**src/rtl/pipeline_hazard_ctrl_pkg.sv**
```systemverilog
// rtl/pipeline_hazard_ctrl_pkg.sv - opcodes, FSM encodings and source-usage decode for the hazard controller
package pipeline_hazard_ctrl_pkg;

  localparam logic [6:0] OP_R   = 7'b0110011;
  localparam logic [6:0] OP_I   = 7'b0010011;
  localparam logic [6:0] OP_L   = 7'b0000011;
  localparam logic [6:0] OP_S   = 7'b0100011;
  localparam logic [6:0] OP_B   = 7'b1100011;
  localparam logic [6:0] OP_JAL = 7'b1101111;
  localparam logic [6:0] OP_LUI = 7'b0110111;

  typedef enum logic [0:0] {
    HZ_RUN      = 1'b0,
    HZ_MEM_WAIT = 1'b1
  } hz_state_e;

  function automatic logic op_uses_rs1(input logic [6:0] op);
    return (op == OP_R) || (op == OP_I) || (op == OP_L) || (op == OP_S) || (op == OP_B);
  endfunction

  function automatic logic op_uses_rs2(input logic [6:0] op);
    return (op == OP_R) || (op == OP_S) || (op == OP_B);
  endfunction

endpackage

```
**src/rtl/pipeline_hazard_ctrl_hazard_detect.sv**
```systemverilog
// rtl/pipeline_hazard_ctrl_hazard_detect.sv - combinational load-use hazard detection for ID vs EX
module hazard_detect
  import pipeline_hazard_ctrl_pkg::*;
(
  input  logic [6:0] id_opcode,
  input  logic [4:0] id_rs1,
  input  logic [4:0] id_rs2,
  input  logic [4:0] ex_rd,
  input  logic       ex_memread,
  output logic       load_use
);

  logic uses_rs1;
  logic uses_rs2;

  assign uses_rs1 = op_uses_rs1(id_opcode);
  assign uses_rs2 = op_uses_rs2(id_opcode);

  // x0 is never a real dependency, even when a load targets it
  assign load_use = ex_memread && (ex_rd != 5'd0) &&
                    ((uses_rs1 && (ex_rd == id_rs1)) || (uses_rs2 && (ex_rd == id_rs2)));

endmodule

```
**src/rtl/pipeline_hazard_ctrl.sv**
```systemverilog
// rtl/pipeline_hazard_ctrl.sv - stall/flush sequencer with memory-wait FSM, counters and timeout flag
module pipeline_hazard_ctrl
  import pipeline_hazard_ctrl_pkg::*;
#(
  parameter int CNT_W       = 16,
  parameter int MEM_TIMEOUT = 255,
  parameter int TO_W        = 8
) (
  input  logic             clk,
  input  logic             rst,
  input  logic [6:0]       id_opcode,
  input  logic [4:0]       id_rs1,
  input  logic [4:0]       id_rs2,
  input  logic [4:0]       ex_rd,
  input  logic             ex_memread,
  input  logic             ex_branch_taken,
  input  logic             mem_req,
  input  logic             mem_ready,
  output logic             pc_write,
  output logic             ifid_write,
  output logic             ifid_flush,
  output logic             ctrl_stall,
  output logic             pipe_hold,
  output logic [CNT_W-1:0] stall_cnt,
  output logic [CNT_W-1:0] flush_cnt,
  output logic             mem_err
);

  localparam logic [TO_W-1:0]  TO_MAX  = TO_W'(MEM_TIMEOUT);
  localparam logic [TO_W-1:0]  TO_ONE  = TO_W'(1);
  localparam logic [CNT_W-1:0] CNT_MAX = '1;
  localparam logic [CNT_W-1:0] CNT_ONE = CNT_W'(1);

  hz_state_e       state;
  logic [TO_W-1:0] wait_cnt;
  logic            load_use;
  logic            mem_stall;
  logic            flush_evt;

  hazard_detect u_hazard_detect (
    .id_opcode  (id_opcode),
    .id_rs1     (id_rs1),
    .id_rs2     (id_rs2),
    .ex_rd      (ex_rd),
    .ex_memread (ex_memread),
    .load_use   (load_use)
  );

  assign mem_stall = mem_req && !mem_ready;
  assign flush_evt = !rst && !mem_stall && ex_branch_taken;

  always_comb begin
    pc_write   = 1'b1;
    ifid_write = 1'b1;
    ifid_flush = 1'b0;
    ctrl_stall = 1'b0;
    pipe_hold  = 1'b0;
    if (rst) begin
      pc_write   = 1'b0;
      ifid_write = 1'b0;
      ifid_flush = 1'b1;
      ctrl_stall = 1'b1;
    end else if (mem_stall) begin
      // freeze everything; branch and load-use re-evaluate once memory answers
      pc_write   = 1'b0;
      ifid_write = 1'b0;
      pipe_hold  = 1'b1;
    end else if (ex_branch_taken) begin
      ifid_flush = 1'b1;
      ctrl_stall = 1'b1;
    end else if (load_use) begin
      pc_write   = 1'b0;
      ifid_write = 1'b0;
      ctrl_stall = 1'b1;
    end
  end

  always_ff @(posedge clk or posedge rst) begin
    if (rst) begin
      state     <= HZ_RUN;
      wait_cnt  <= '0;
      stall_cnt <= '0;
      flush_cnt <= '0;
      mem_err   <= 1'b0;
    end else begin
      case (state)
        HZ_RUN: begin
          if (mem_stall) begin
            state    <= HZ_MEM_WAIT;
            wait_cnt <= '0;
          end
        end
        HZ_MEM_WAIT: begin
          if (!mem_stall) begin
            state <= HZ_RUN;
          end else begin
            // counter parks at the limit so a long wait never wraps back under it
            if (wait_cnt != TO_MAX) wait_cnt <= wait_cnt + TO_ONE;
            if ((wait_cnt == TO_MAX) || ((wait_cnt + TO_ONE) == TO_MAX)) mem_err <= 1'b1;
          end
        end
        default: state <= HZ_RUN;
      endcase

      if (!pc_write && (stall_cnt != CNT_MAX)) stall_cnt <= stall_cnt + CNT_ONE;
      if (flush_evt && (flush_cnt != CNT_MAX)) flush_cnt <= flush_cnt + CNT_ONE;
    end
  end

endmodule
```
**config.mk**
```make
export PLATFORM = sky130hd
export DESIGN_NAME = pipeline_hazard_ctrl
export DESIGN_NICKNAME = d
export VERILOG_FILES = /design/src/rtl/pipeline_hazard_ctrl_pkg.sv /design/src/rtl/pipeline_hazard_ctrl_hazard_detect.sv /design/src/rtl/pipeline_hazard_ctrl.sv
export SDC_FILE = /design/constraint.sdc
export NUM_CORES = 1
export LEC_CHECK = 0
export ABC_AREA = 1
export CAP_MARGIN = 20
export CELL_PAD_IN_SITES_DETAIL_PLACEMENT = 1
export CELL_PAD_IN_SITES_GLOBAL_PLACEMENT = 1
export CORE_MARGIN = 8
export CORE_UTILIZATION = 30
export CTS_CLUSTER_SIZE = 20
export DETAILED_ROUTE_END_ITERATION = 8
export HOLD_SLACK_MARGIN = 0.05
export PLACE_DENSITY = 0.78
export SYNTH_ARGS = -nofsm -noshare
export SYNTH_HDL_FRONTEND = slang
export SYNTH_HIERARCHICAL = 1
export SYNTH_SLANG_ARGS = --single-unit
```
**constraint.sdc**
```tcl
create_clock -name clk -period 2.1 [get_ports clk]
set_input_delay 0.21 -clock clk [delete_from_list [all_inputs] [get_ports clk]]
set_output_delay 0.21 -clock clk [all_outputs]
set_load 0.02 [all_outputs]
```
==> results.py <==
metrics = {
    "floorplanning": {
        "die_h_um": 112,
        "fp-row-count": 35,
        "die_w_um": 112,
        "initial_core_util_pct": 30.2,
        "design.die.area_um2": 12500,
        "pin_count": 66,
        "core-area_um2": 9060,
    },
    "route": {
        "antenna_violating_nets_post_route": 0,
        "detail_route.vias_per_cell": 4.63,
        "num_vias": 2647,
        "firstDrtPassIters": 4,
        "route.detailed.wl_per_inst_um": 13.5,
        "first_iter_violations": 84,
        "drcViolationCount": 0,
        "routed_wirelength_um": 7710,
    },
    "placement": {
        "hpwl_um": 6130,
        "finalWeightedCongestion": 0.827,
        "io_buffers": 65,
    },
    "final_layout": {
        "relative_area_change_from_synthesis_to_final_layout_pct": 32.3,
        "fin_nets": 492,
        "n_antenna_cell": 0,
        "n_fill_cell": 1149,
        "final_layout_size_suffix_gt1_share_pct": 9.33,
    },
    "timing": {
        "relSlewSlack_pct": 66.1,
        "grt_setup_unrepaired": "no",
        "number_of_endpoints_with_negative_hold_slack_in_the_final_report": 0,
        "finalSetupTns_ns": 0,
        "final_setup_violation_count": 0,
        "layout_worst_path_cycle_share_pct": 91.5,
        "fmaxAchievable_ghz": 0.521,
        "tightest_slew_ns": 0.507,
        "final-max-slew-violation-count": 0,
        "final.setup_skew_ns": 0.0174,
        "period_needed_ns": 1.92,
    },
    "cts": {
        "htreeDepth": 2,
        "clkLatencyLatePin_ns": 0.30,
        "cts_sinks": 42,
        "cts.path.max_buffers": 2,
        "postCtsSetupRepairBufs": 0,
        "clk_root_buffer_cell": "sky130_fd_sc_hd__clkbuf_8",
        "cts_tree": "built",
        "cts-buffers-inserted": 5,
        "clk_pin_slew_ns": 0.09,
    },
    "logic_synthesis": {
        "synth_warnings": 6,
        "synth.avg_cell_area_um2": 7.12,
        "synth.cell_area_um2": 2740,
        "synthArstFlopShare_pct": 100,
        "synth-edff-count": 0,
        "post_synth_inst_count": 385,
        "syn-num-nets": 417,
        "yosysSeqAreaShare_pct": 38.3,
        "synth_top_cell_area_share_pct": 38.3,
        "ys_types": 29,
        "cell_type_contributing_the_most_total_cell_area_after_synthesis": "sky130_fd_sc_hd__dfrtp_1",
        "synth_seq_cells": 42,
        "synth-main-ff-cell": "sky130_fd_sc_hd__dfrtp_1",
        "ys_top_cells_by_area": "sky130_fd_sc_hd__dfrtp_1 (38%), sky130_fd_sc_hd__nand2_1 (17%), sky130_fd_sc_hd__inv_1 (7.8%), sky130_fd_sc_hd__nand3_1 (4.9%), sky130_fd_sc_hd__nor2_1 (4.2%)",
    },
    "setup_path": {
        "timing.reg2reg.worst_path_depth": 10,
        "cp-start-kind": "input port",
        "cp.required_ns": 1.89,
        "critical_path.max_fanout": 4,
        "timing.critical_path.arrival_ns": 1.71,
        "critPathKind": "input port to output port",
        "endpoint_type_of_the_worst_setup_path": "output port",
    },
    "global_routing": {
        "grt-ovfl-total": 0,
        "largest_net_degree_at_the_start_of_global_routing": 43,
        "grt_first_pass_wirelength_um": 13400,
        "grt_antenna_before_repair": 0,
        "groute.usage.overall_pct": 12.7,
        "first_global_vias": 2899,
    },
    "flow_run": {
        "max_cap_violations": 0,
    },
    "pwr": {
        "power.leakage_nw": 1.70,
        "vdd_drop_max_mv": 0.232,
        "power_density_nw_per_um2": 698,
        "report.power.total_mw": 2.53,
    },
    "hold_path": {
        "min_path_type": "input port to asynchronous set/reset pin",
    },
    "status": {
        "status": "finished, final reports clean",
    },
}
cells in the mapped netlist (2+ instances only):
cell / number
sky130_fd_sc_hd__buf_4: 2
sky130_fd_sc_hd__buf_6: 2
sky130_fd_sc_hd__dfrtp_1: 42
sky130_fd_sc_hd__ha_1: 4
sky130_fd_sc_hd__inv_1: 57
sky130_fd_sc_hd__inv_2: 2
sky130_fd_sc_hd__nand2_1: 127
sky130_fd_sc_hd__nand2_2: 2
sky130_fd_sc_hd__nand2_4: 2
sky130_fd_sc_hd__nand3_1: 27
sky130_fd_sc_hd__nand3_2: 4
sky130_fd_sc_hd__nand3b_1: 3
sky130_fd_sc_hd__nand4_1: 5
sky130_fd_sc_hd__nor2_1: 31
sky130_fd_sc_hd__nor2_2: 4
sky130_fd_sc_hd__nor2_4: 3
sky130_fd_sc_hd__nor3_1: 11
sky130_fd_sc_hd__o21ai_0: 12
sky130_fd_sc_hd__o21ai_1: 11
sky130_fd_sc_hd__o21ai_2: 4
sky130_fd_sc_hd__o22ai_1: 5
sky130_fd_sc_hd__xnor2_1: 10
sky130_fd_sc_hd__xor2_1: 9
layer usage:
metal	global-route usage (%)	up-vias	routed length, µm
met4	4.01	0	98
met5	0	-	0
li1	-	1350	-
met1	14.3	1240	3460
met3	3.90	8	378
met2	22.4	49	3780
power breakdown:
| part | total (mW) | switching [mW] | leakage [nW] | internal, mW |
|---|---|---|---|---|
| sequential | 1.10 | 0.165 | 0.551 | 0.931 |
| combinational | 0.899 | 0.486 | 1.11 | 0.413 |
| clock | 0.536 | 0.301 | 0.0452 | 0.235 |
| total | 2.53 | 0.951 | 1.70 | 1.58 |
state kept, by name, indices dropped and copies added (netlist names):
register,count
stall_cnt,16
mem_err,1
wait_cnt,8
flush_cnt,16
state,1
logic make-up (layout without fill, tap and decap cells):
| family | after synthesis | in the layout | synth area share [%] |
|---|---|---|---|
| xor+xnor | 19 | 19 | 6.07 |
| flops | 42 | 42 | 38.3 |
| simple gates | 220 | 220 | 36.1 |
| buf+inv | 65 | 141 | 10.2 |
| compound gates | 35 | 35 | 7.39 |
| fa+ha+maj | 4 | 4 | 1.83 |
worst paths after layout:
path                               from  slack (ns)            to
min in group clk                mem_req        0.47         state
min                                 rst        0.37       mem_err
max in group asynchronous           rst        1.50  flush_cnt[1]
max reg2reg                flush_cnt[0]        0.32  flush_cnt[1]
min reg2reg                     mem_err        0.49       mem_err
max                             mem_req        0.18    ifid_flush
cell usage in the layout (no fill, tap or decap), types with 7 or more instances in the layout:
cell                                n
sky130_fd_sc_hd__nor2_1            31
sky130_fd_sc_hd__dfrtp_1           42
sky130_fd_sc_hd__nand3_1           27
sky130_fd_sc_hd__buf_4              7
sky130_fd_sc_hd__xnor2_1           10
sky130_fd_sc_hd__inv_1             57
sky130_fd_sc_hd__o21ai_1           10
sky130_fd_sc_hd__nor3_1            11
sky130_fd_sc_hd__xor2_1             9
sky130_fd_sc_hd__nand2_1          127
sky130_fd_sc_hd__o21ai_0           12
sky130_fd_sc_hd__clkdlybuf4s50_1   60
critical path: stages:
cell                              delay [ns]
sky130_fd_sc_hd__clkdlybuf4s50_1        0.47
sky130_fd_sc_hd__inv_1                  0.05
sky130_fd_sc_hd__nor2_2                 0.13
sky130_fd_sc_hd__inv_1                  0.08
sky130_fd_sc_hd__a21oi_1                0.17
sky130_fd_sc_hd__inv_1                  0.07
sky130_fd_sc_hd__clkdlybuf4s50_1        0.54
cell type report:
type	instances	area, µm²	area share [%]
Clock buffer	6	72.6	2.00
Inverter	60	228	6.28
Sequential cell	42	1050	29.0
Clock inverter	2	13.8	0.379
Timing Repair Buffer	73	709	19.6
Tap cell	111	139	3.83
Multi-Input combinational cell	278	1410	39.0
through the flow:
stage	util [%]	setup slack (ns)	area [µm²]	hold WS, ns	std cells
after floorplan	-	0.389	2740	0.286	385
after global placement	39.2	-0.215	3550	0.452	564
after detailed placement	39.2	-0.258	3550	0.473	564
after CTS	40.1	0.0101	3640	0.378	572
after global routing	40.0	0.0252	3630	0.411	572
final	40.0	0.179	3630	0.373	572
repair_timing:
item                                    4_1_cts  5_1_grt
hold buffers                                  0        0
pin swaps                                     0        0
resized for setup                             5        8
endpoints found under the setup margin        3        4
Power figures use the tool's default switching activity.
